===== config.mk =====
export PLATFORM = sky130hd
export DESIGN_NAME = instruction_controller
export DESIGN_NICKNAME = d
export VERILOG_FILES = /design/src/rtl/instruction_controller.sv
export SDC_FILE = /design/constraint.sdc
export NUM_CORES = 1
export LEC_CHECK = 0
export ABC_AREA = 1
export CAP_MARGIN = 15
export CORE_UTILIZATION = 41
export DETAILED_ROUTE_END_ITERATION = 8
export GPL_ROUTABILITY_DRIVEN = 0
export GPL_TIMING_DRIVEN = 0
export PLACE_DENSITY = 0.85
export SYNTH_ARGS = -nofsm -noshare
export SYNTH_HDL_FRONTEND = slang
export SYNTH_SLANG_ARGS = --single-unit
export TNS_END_PERCENT = 1

===== constraint.sdc =====
create_clock -name clk -period 2.13 [get_ports clk]
set_input_delay 0.426 -clock clk [delete_from_list [all_inputs] [get_ports clk]]
set_output_delay 0.426 -clock clk [all_outputs]
set_load 0.05 [all_outputs]

===== src/rtl/instruction_controller.sv =====
// Multicycle control FSM for the 16-bit datapath: latches each fetched word and
// sequences FETCH/DECODE/EXECUTE (plus MEMWAIT/WRITEBACK for loads) into datapath strobes.
module instruction_controller #(
  parameter int WIDTH   = 16,
  parameter int REGBITS = 4
) (
  input  logic               clk,
  input  logic               reset,
  input  logic [15:0]        memData,
  output logic               memAddrSel,
  output logic [7:0]         instructionOp,
  output logic [WIDTH-1:0]   immediate,
  output logic [REGBITS-1:0] regAddA,
  output logic [REGBITS-1:0] regAddB,
  output logic [3:0]         ALUOp,
  output logic [1:0]         shiftOp,
  output logic [2:0]         busOp,
  output logic               immMUX,
  output logic               regWrite,
  output logic               memWrite,
  output logic               flagWrite,
  output logic               pcAdd,
  output logic               pcJump,
  output logic               pcBranch,
  output logic [3:0]         flagOp
);

  localparam logic [3:0] OP_RTYPE   = 4'b0000;
  localparam logic [3:0] OP_SPECIAL = 4'b0100;
  localparam logic [3:0] OP_SHIFT   = 4'b1000;
  localparam logic [3:0] OP_BCOND   = 4'b1100;
  localparam logic [3:0] OP_LUI     = 4'b1111;

  localparam logic [3:0] EXT_LOAD  = 4'b0000;
  localparam logic [3:0] EXT_STOR  = 4'b0100;
  localparam logic [3:0] EXT_JAL   = 4'b1000;
  localparam logic [3:0] EXT_JCOND = 4'b1100;

  localparam logic [2:0] BUS_ALU   = 3'd0;
  localparam logic [2:0] BUS_SHIFT = 3'd1;
  localparam logic [2:0] BUS_MEM   = 3'd2;
  localparam logic [2:0] BUS_IMM   = 3'd3;
  localparam logic [2:0] BUS_PC    = 3'd4;

  localparam logic [3:0] COND_ALWAYS = 4'hE;

  typedef enum logic [2:0] {FETCH, DECODE, EXECUTE, MEMWAIT, WRITEBACK} stateT;

  typedef struct packed {
    logic memAddrSel;
    logic regWrite;
    logic memWrite;
    logic flagWrite;
    logic pcJump;
    logic pcBranch;
  } strobesT;

  stateT       state;
  logic [15:0] ir;
  strobesT     strobe;

  wire [3:0] op  = ir[15:12];
  wire [3:0] ext = ir[7:4];

  function automatic logic isLoad(input logic [15:0] w);
    return (w[15:12] == OP_SPECIAL) && (w[7:4] == EXT_LOAD);
  endfunction

  // Strobes asserted in EXECUTE for a given instruction word.
  function automatic strobesT execStrobes(input logic [15:0] w);
    strobesT s;
    s = '0;
    case (w[15:12])
      OP_RTYPE: begin
        s.regWrite  = 1'b1;
        s.flagWrite = 1'b1;
      end
      OP_SHIFT: s.regWrite = 1'b1;
      OP_SPECIAL: begin
        case (w[7:4])
          EXT_LOAD:  s.memAddrSel = 1'b1;
          EXT_STOR: begin
            s.memAddrSel = 1'b1;
            s.memWrite   = 1'b1;
          end
          EXT_JAL: begin
            s.regWrite = 1'b1;
            s.pcJump   = 1'b1;
          end
          EXT_JCOND: s.pcJump = 1'b1;
          default:   s = '0;
        endcase
      end
      OP_BCOND: s.pcBranch = 1'b1;
      OP_LUI:   s.regWrite = 1'b1;
      default: begin
        s.regWrite  = 1'b1;
        s.flagWrite = 1'b1;
      end
    endcase
    return s;
  endfunction

  // Strobes are registered for the state being entered, so they come out glitch-free
  // and are already cleared in the first cycle after a reset edge.
  always_ff @(posedge clk) begin
    if (reset) begin
      state  <= FETCH;
      ir     <= '0;
      strobe <= '0;
      pcAdd  <= 1'b0;
    end else begin
      // NOTE: non-blocking assignments keep every register update in this block
      // ordered against the old values; the field writes below override the defaults.
      strobe <= '0;
      pcAdd  <= 1'b0;
      unique case (state)
        FETCH: begin
          state <= DECODE;
          pcAdd <= 1'b1;
        end
        DECODE: begin
          ir     <= memData;
          state  <= EXECUTE;
          strobe <= execStrobes(memData);
        end
        EXECUTE: begin
          if (isLoad(ir)) begin
            state             <= MEMWAIT;
            strobe.memAddrSel <= 1'b1;
          end else begin
            state <= FETCH;
          end
        end
        MEMWAIT: begin
          state           <= WRITEBACK;
          strobe.regWrite <= 1'b1;
        end
        WRITEBACK: state <= FETCH;
        default:   state <= FETCH;
      endcase
    end
  end

  assign memAddrSel = strobe.memAddrSel;
  assign regWrite   = strobe.regWrite;
  assign memWrite   = strobe.memWrite;
  assign flagWrite  = strobe.flagWrite;
  assign pcJump     = strobe.pcJump;
  assign pcBranch   = strobe.pcBranch;

  assign instructionOp = {op, ext};
  assign regAddA       = ir[REGBITS-1:0];
  assign regAddB       = ir[8 +: REGBITS];

  // Field decode follows IR directly so it is stable for the whole instruction.
  always_comb begin
    // NOTE: every output gets a default first so no path leaves a latch behind.
    ALUOp     = '0;
    shiftOp   = '0;
    busOp     = BUS_ALU;
    immMUX    = 1'b0;
    flagOp    = '0;
    immediate = {{(WIDTH-8){ir[7]}}, ir[7:0]};
    case (op)
      OP_RTYPE: ALUOp = ext;
      OP_SHIFT: begin
        shiftOp   = ext[1:0];
        immMUX    = ext[2];
        immediate = {{(WIDTH-4){1'b0}}, ir[3:0]};
        busOp     = BUS_SHIFT;
      end
      OP_SPECIAL: begin
        case (ext)
          EXT_LOAD:  busOp = BUS_MEM;
          EXT_JAL: begin
            busOp  = BUS_PC;
            flagOp = COND_ALWAYS;
          end
          EXT_JCOND: flagOp = ir[11:8];
          default:   busOp = BUS_ALU;
        endcase
      end
      OP_BCOND: flagOp = ir[11:8];
      OP_LUI: begin
        immediate = {ir[7:0], {(WIDTH-8){1'b0}}};
        busOp     = BUS_IMM;
      end
      default: begin
        ALUOp  = op;
        immMUX = 1'b1;
      end
    endcase
  end

endmodule

**After elaboration in Yosys (flattened, before gate mapping)**

Index checks and enable logic that the tools add are counted.

- Output and inout port bits: 53
- Input bits: 18
- Logic and storage cells: 61
- Register bits after elaboration: 26

- Bitwise operators: 2
- Mux-type cells: 22
- Reduce and logical (&&, ||, !) cells: 12
- Eq/ne operators: 16

Operators by type and width:

| cell | number |
|---|---|
| $eq A4 B4 Y1 const B | 10 |
| $pmux W16 S2 | 1 |
| $pmux W4 S2 | 3 |
| $eq A4 B3 Y1 const B | 3 |
| $logic_not A4 Y1 | 3 |
| $pmux W3 S4 | 1 |
| $reduce_or A4 Y1 | 3 |
| $mux W1 | 9 |
| $pmux W3 S3 | 1 |
| $pmux W1 S2 | 4 |
| $eq A3 B2 Y1 const B | 2 |
| $pmux W3 S2 | 1 |
| $reduce_or A2 Y1 | 3 |
| $mux W2 | 2 |
| $eq A3 B1 Y1 const B | 1 |
| $logic_not A3 Y1 | 1 |
| $reduce_or A3 Y1 | 1 |
| $not A1 Y1 | 2 |
| $logic_and A1 B1 Y1 | 1 |

**Depth between registers and ports, before layout**

- Depth after elaboration: 5
- Depth in mapped cells: 7
- Depth with buffers taken out: 7

**Worst setup path after synthesis**

Ideal clock, no wire load.

- Path type: reg2out
- Start: reg ir[14]
- End: out immediate[11]
- Required time: 1.704 ns
- Path buffers: 1
- Cell stages (with the launch flop): 6
- Data arrival time: 2.001 ns
- Slack: -0.297 ns
- Path through: dfxtp_1 > inv_1 > nand3_2 > nand2_2 > buf_6 > o22ai_1

- Cells in the longest elaborated chain, start to end: 2
- Elaborated cells between the ends (all ways): 3
- Classes of those cells: 2 x eq/ne; 1 x mux

RTL lines:

| what | RTL line | text |
|---|---|---|
| from (decl) | 59 | `logic [15:0] ir;` |
| from (signal assigned) | 123 | `ir <= memData;` |
| $eq A4 B4 Y1 | 165 | `case (op)` |
| $pmux W16 S2 (*) | 165 |  |
| to (decl) | 12 | `output logic [WIDTH-1:0] immediate,` |

Every way passes the cells marked *; elsewhere a longest branch is shown, timed or not.

**Worst setup path in the final report**

- Start: reg ir[4]
- End: out busOp[1]

- Cells in the longest elaborated chain, start to end: 3
- Elaborated cells between the ends (all ways): 4
- Classes of those cells: 1 x eq/ne; 2 x mux; 1 x reduce/logical

RTL lines:

| what | RTL line | text |
|---|---|---|
| $eq A4 B4 Y1 / $logic_not A4 Y1 (equally long branches) | 174 | `case (ext)` |
| $pmux W3 S2 (*) | 174 |  |
| $pmux W3 S3 (*) | 165 |  |
| to (decl) | 17 | `output logic [2:0] busOp,` |

Marked as above.

==> impl_metrics.tcl <==
set metrics [dict create \
    outcome "finished, violations left" \
    violations "design-rule violations" \
    grt.total_usage 0.220 \
    syn-num-nets 202 \
    setup_slack_ns 0.0893 \
    insertion_delay_ns 0.32 \
    post_cts_buffers 0 \
    h-tree-depth 1 \
    rsz0062_at_grt "true" \
    clockBufferDepth 2 \
    whs_path_depth 2 \
    ant_nets 0 \
    worst-path-buf-inv 2 \
    rows 19 \
    power_mw 1.50 \
    worst-path-stages 6 \
    grt_pass1_vias 1272 \
    port_buffers 69 \
    clock-sinks 26 \
    crit_family "buffers and inverters" \
    overflow 0 \
    finalCriticalPeriod_ns 2.04 \
    r2r_slack_ns 0.92 \
    die_w_um 57.6 \
    tightest_slew_ns 0.515 \
    multi_input_area_sq_um 602 \
    cts-root-buf "clkbuf_4" \
    postSynthCellCount 184 \
    synth_cell_type_count 22 \
    cts.clk_slew.worst_paths_ns 0.14 \
    min_delay_worst_endpoint "regWrite" \
    crit_chain "inv_1 > nand2_1 > nor2_1 > nand2_1 > nand2_1 > clkdlybuf4s15_2" \
    drc 5 \
    die_h_um 57.6 \
    fmax_mhz 490 \
    cpPeakStageDelay_ns 0.36 \
    cts_tree "yes" \
    path_common_cell "nand2_1" \
    drive_gt1_frac 0.184 \
    reg2regPathDepth 5 \
    fp.coreArea_sq_mm 0.00285 \
    r2r-end "memAddrSel" \
    drtIter0Drc 79 \
    highest_layer "met4" \
    antenna_found_initial 0 \
    ys_seq_area_frac 0.410 \
    end_kind "output pin" \
    wl_met3_um 228 \
    synth_seq_cells 26 \
    syn_area_per_cell_sq_um 6.90 \
    powerDensity_mw_per_mm2 771 \
    critical_path_required_ns 1.70 \
    arrival_ns 1.61 \
    m1WireLength_mm 1.59 \
    r2r-start "ir[4]" \
    wirelength_mm 3.61 \
    finClkSkew_ns 0.0122 \
    min_from "reset" \
    p_leak_nw 0.894 \
    cts_buffers 3 \
    nFillCells 275 \
    dr_total_vias 1479 \
    slowest_stage "clkdlybuf4s15_2" \
    hpwl_mm 2.80 \
    grt_pass1_wl_mm 5.67 \
    area_delta_synth_final_pct 53.1 \
    wire_per_inst_um 12.6 \
    slew_violations 0 \
    relSlewSlack 0.656 \
    dpl_worst_slack_ns -0.155 \
    synth_area_sq_mm 0.00127 \
    wl_met2_mm 1.74 \
    min_path_type "input pin to flip-flop" \
    regArea_sq_um 523 \
    antenna_cells 0 \
    crit_path_start_kind "flip-flop" \
    fin_crit_sh 0.958 \
    initial_core_util 0.445 \
    setup_viol 0 \
    nNetsFinal 276 \
    ir_worst_vdd_mv 0.544 \
    io_pins 71 \
    dr.pass1.iters 7 \
    worstPathMaxFanout 6 \
    ys_warn_count 0 \
    maxCapViolCount 0 \
    hold_viol_final 0 \
    critical_path_class "flip-flop to output pin" \
    grt_max_degree 14 \
    die_area_sq_mm 0.00332 \
    viasPerCell 5.15 \
]
[cell usage after synthesis (all sizes together)]
library cell / n / area, sq um
nor2: 35 / 141
clkbuf: 1 / 3.75
nand4: 3 / 18.8
and2: 1 / 6.26
o211ai: 1 / 7.51
nand2: 30 / 120
nand3: 12 / 65.1
a21oi: 16 / 83.8
dfxtp: 26 / 521
nor3: 2 / 10.0
o22ai: 11 / 68.8
o21ai: 15 / 75.1
inv: 25 / 93.8
buf: 6 / 53.8
[report_power, final]
part / switching (mW) / internal, mW
registers: 0.0319 / 0.530
logic: 0.516 / 0.213
clock network: 0.141 / 0.0662
[metal layers]
| metal | vias to the layer above | global-route usage |
|---|---|---|
| met5 | - | 0 |
| met4 | 0 | 0.0906 |
| met3 | 6 | 0.0379 |
| met2 | 63 | 0.372 |
| met1 | 663 | 0.276 |
| li1 | 747 | - |
[layout by cell type (no fill, tap or decap)]
cell / instances
dfxtp_1: 24
nor2_2: 3
buf_4: 2
nand4_1: 3
dlygate4sd2_1: 4
nor2_4: 1
and2_1: 1
o21ai_0: 15
buf_2: 12
dfxtp_2: 2
nor3_1: 2
nand2_2: 3
clkdlybuf4s50_1: 39
nand3_1: 11
a21oi_2: 1
clkdlybuf4s15_2: 5
o22ai_1: 11
o211ai_1: 1
nand2_1: 27
inv_1: 24
clkbuf_4: 10
buf_6: 3
clkbuf_2: 3
nor2_1: 31
nand3_2: 1
clkbuf_1: 1
a21oi_1: 15
inv_2: 1
[layout make-up]
cell class | count | area share
flip-flops and latches | 26 | 0.269
inverters | 25 | 0.0483
well taps | 31 | 0.0200
clock buffers | 3 | 0.0116
plain buffers | 7 | 0.0309
repair buffers | 69 | 0.310
multi-input cells | 126 | 0.310
[cells by family after synthesis]
| logic type | Yosys count | share of synthesized area |
|---|---|---|
| AOI/OAI and AO/OA | 43 | 0.185 |
| and+or+nand+nor | 83 | 0.285 |
| buffers and inverters | 32 | 0.119 |
| DFF | 26 | 0.410 |
[worst register-to-register path, stage by stage (launching register included)]
cell and delay [ns]:
dfxtp_1 0.35, inv_1 0.17, nand2_1 0.07, nor2_1 0.20, nand3_1 0.16, a21oi_1 0.17
[sequential cells by signal (all words and copies together), names as in the netlist]
register and flops:
flagWrite 1, pcAdd 1, pcJump 1, ir 16
memAddrSel 1, memWrite 1, state 3, pcBranch 1
regWrite 1
[worst max-delay path by stage]
| stage | start | to |
|---|---|---|
| 2_1_floorplan | ir[14] | immediate[11] |
| 6_report | ir[4] | busOp[1] |
| 5_1_grt | ir[13] | flagOp[2] |
| 3_5_place_dp | ir[15] | flagOp[1] |
| 4_1_cts | ir[14] | immMUX |
| 3_3_place_gp | ir[15] | flagOp[1] |
[repair_timing]
| item | 4_1_cts | 5_1_grt |
|---|---|---|
| endpoints found under the setup margin | 30 | 30 |
| gates resized for setup | 109 | 21 |
| cloned | 0 | 0 |
| hold buffers | 0 | 0 |
| pin swaps | 0 | 1 |
[per-stage QoR]
step / instances / util / setup TNS, ns / cell area (sq um) / hold WS [ns]
floorplan: 184 / - / -3.35 / 1270 / 0.495
global placement: 284 / 0.700 / -2.03 / 2000 / 0.482
detailed placement: 284 / 0.700 / -2.16 / 2000 / 0.492
CTS: 287 / 0.681 / -0.133 / 1940 / 0.281
global route: 287 / 0.681 / -0.106 / 1940 / 0.274
finish: 287 / 0.681 / 0 / 1940 / 0.281
Note: power is estimated with default switching activity, not from simulation.
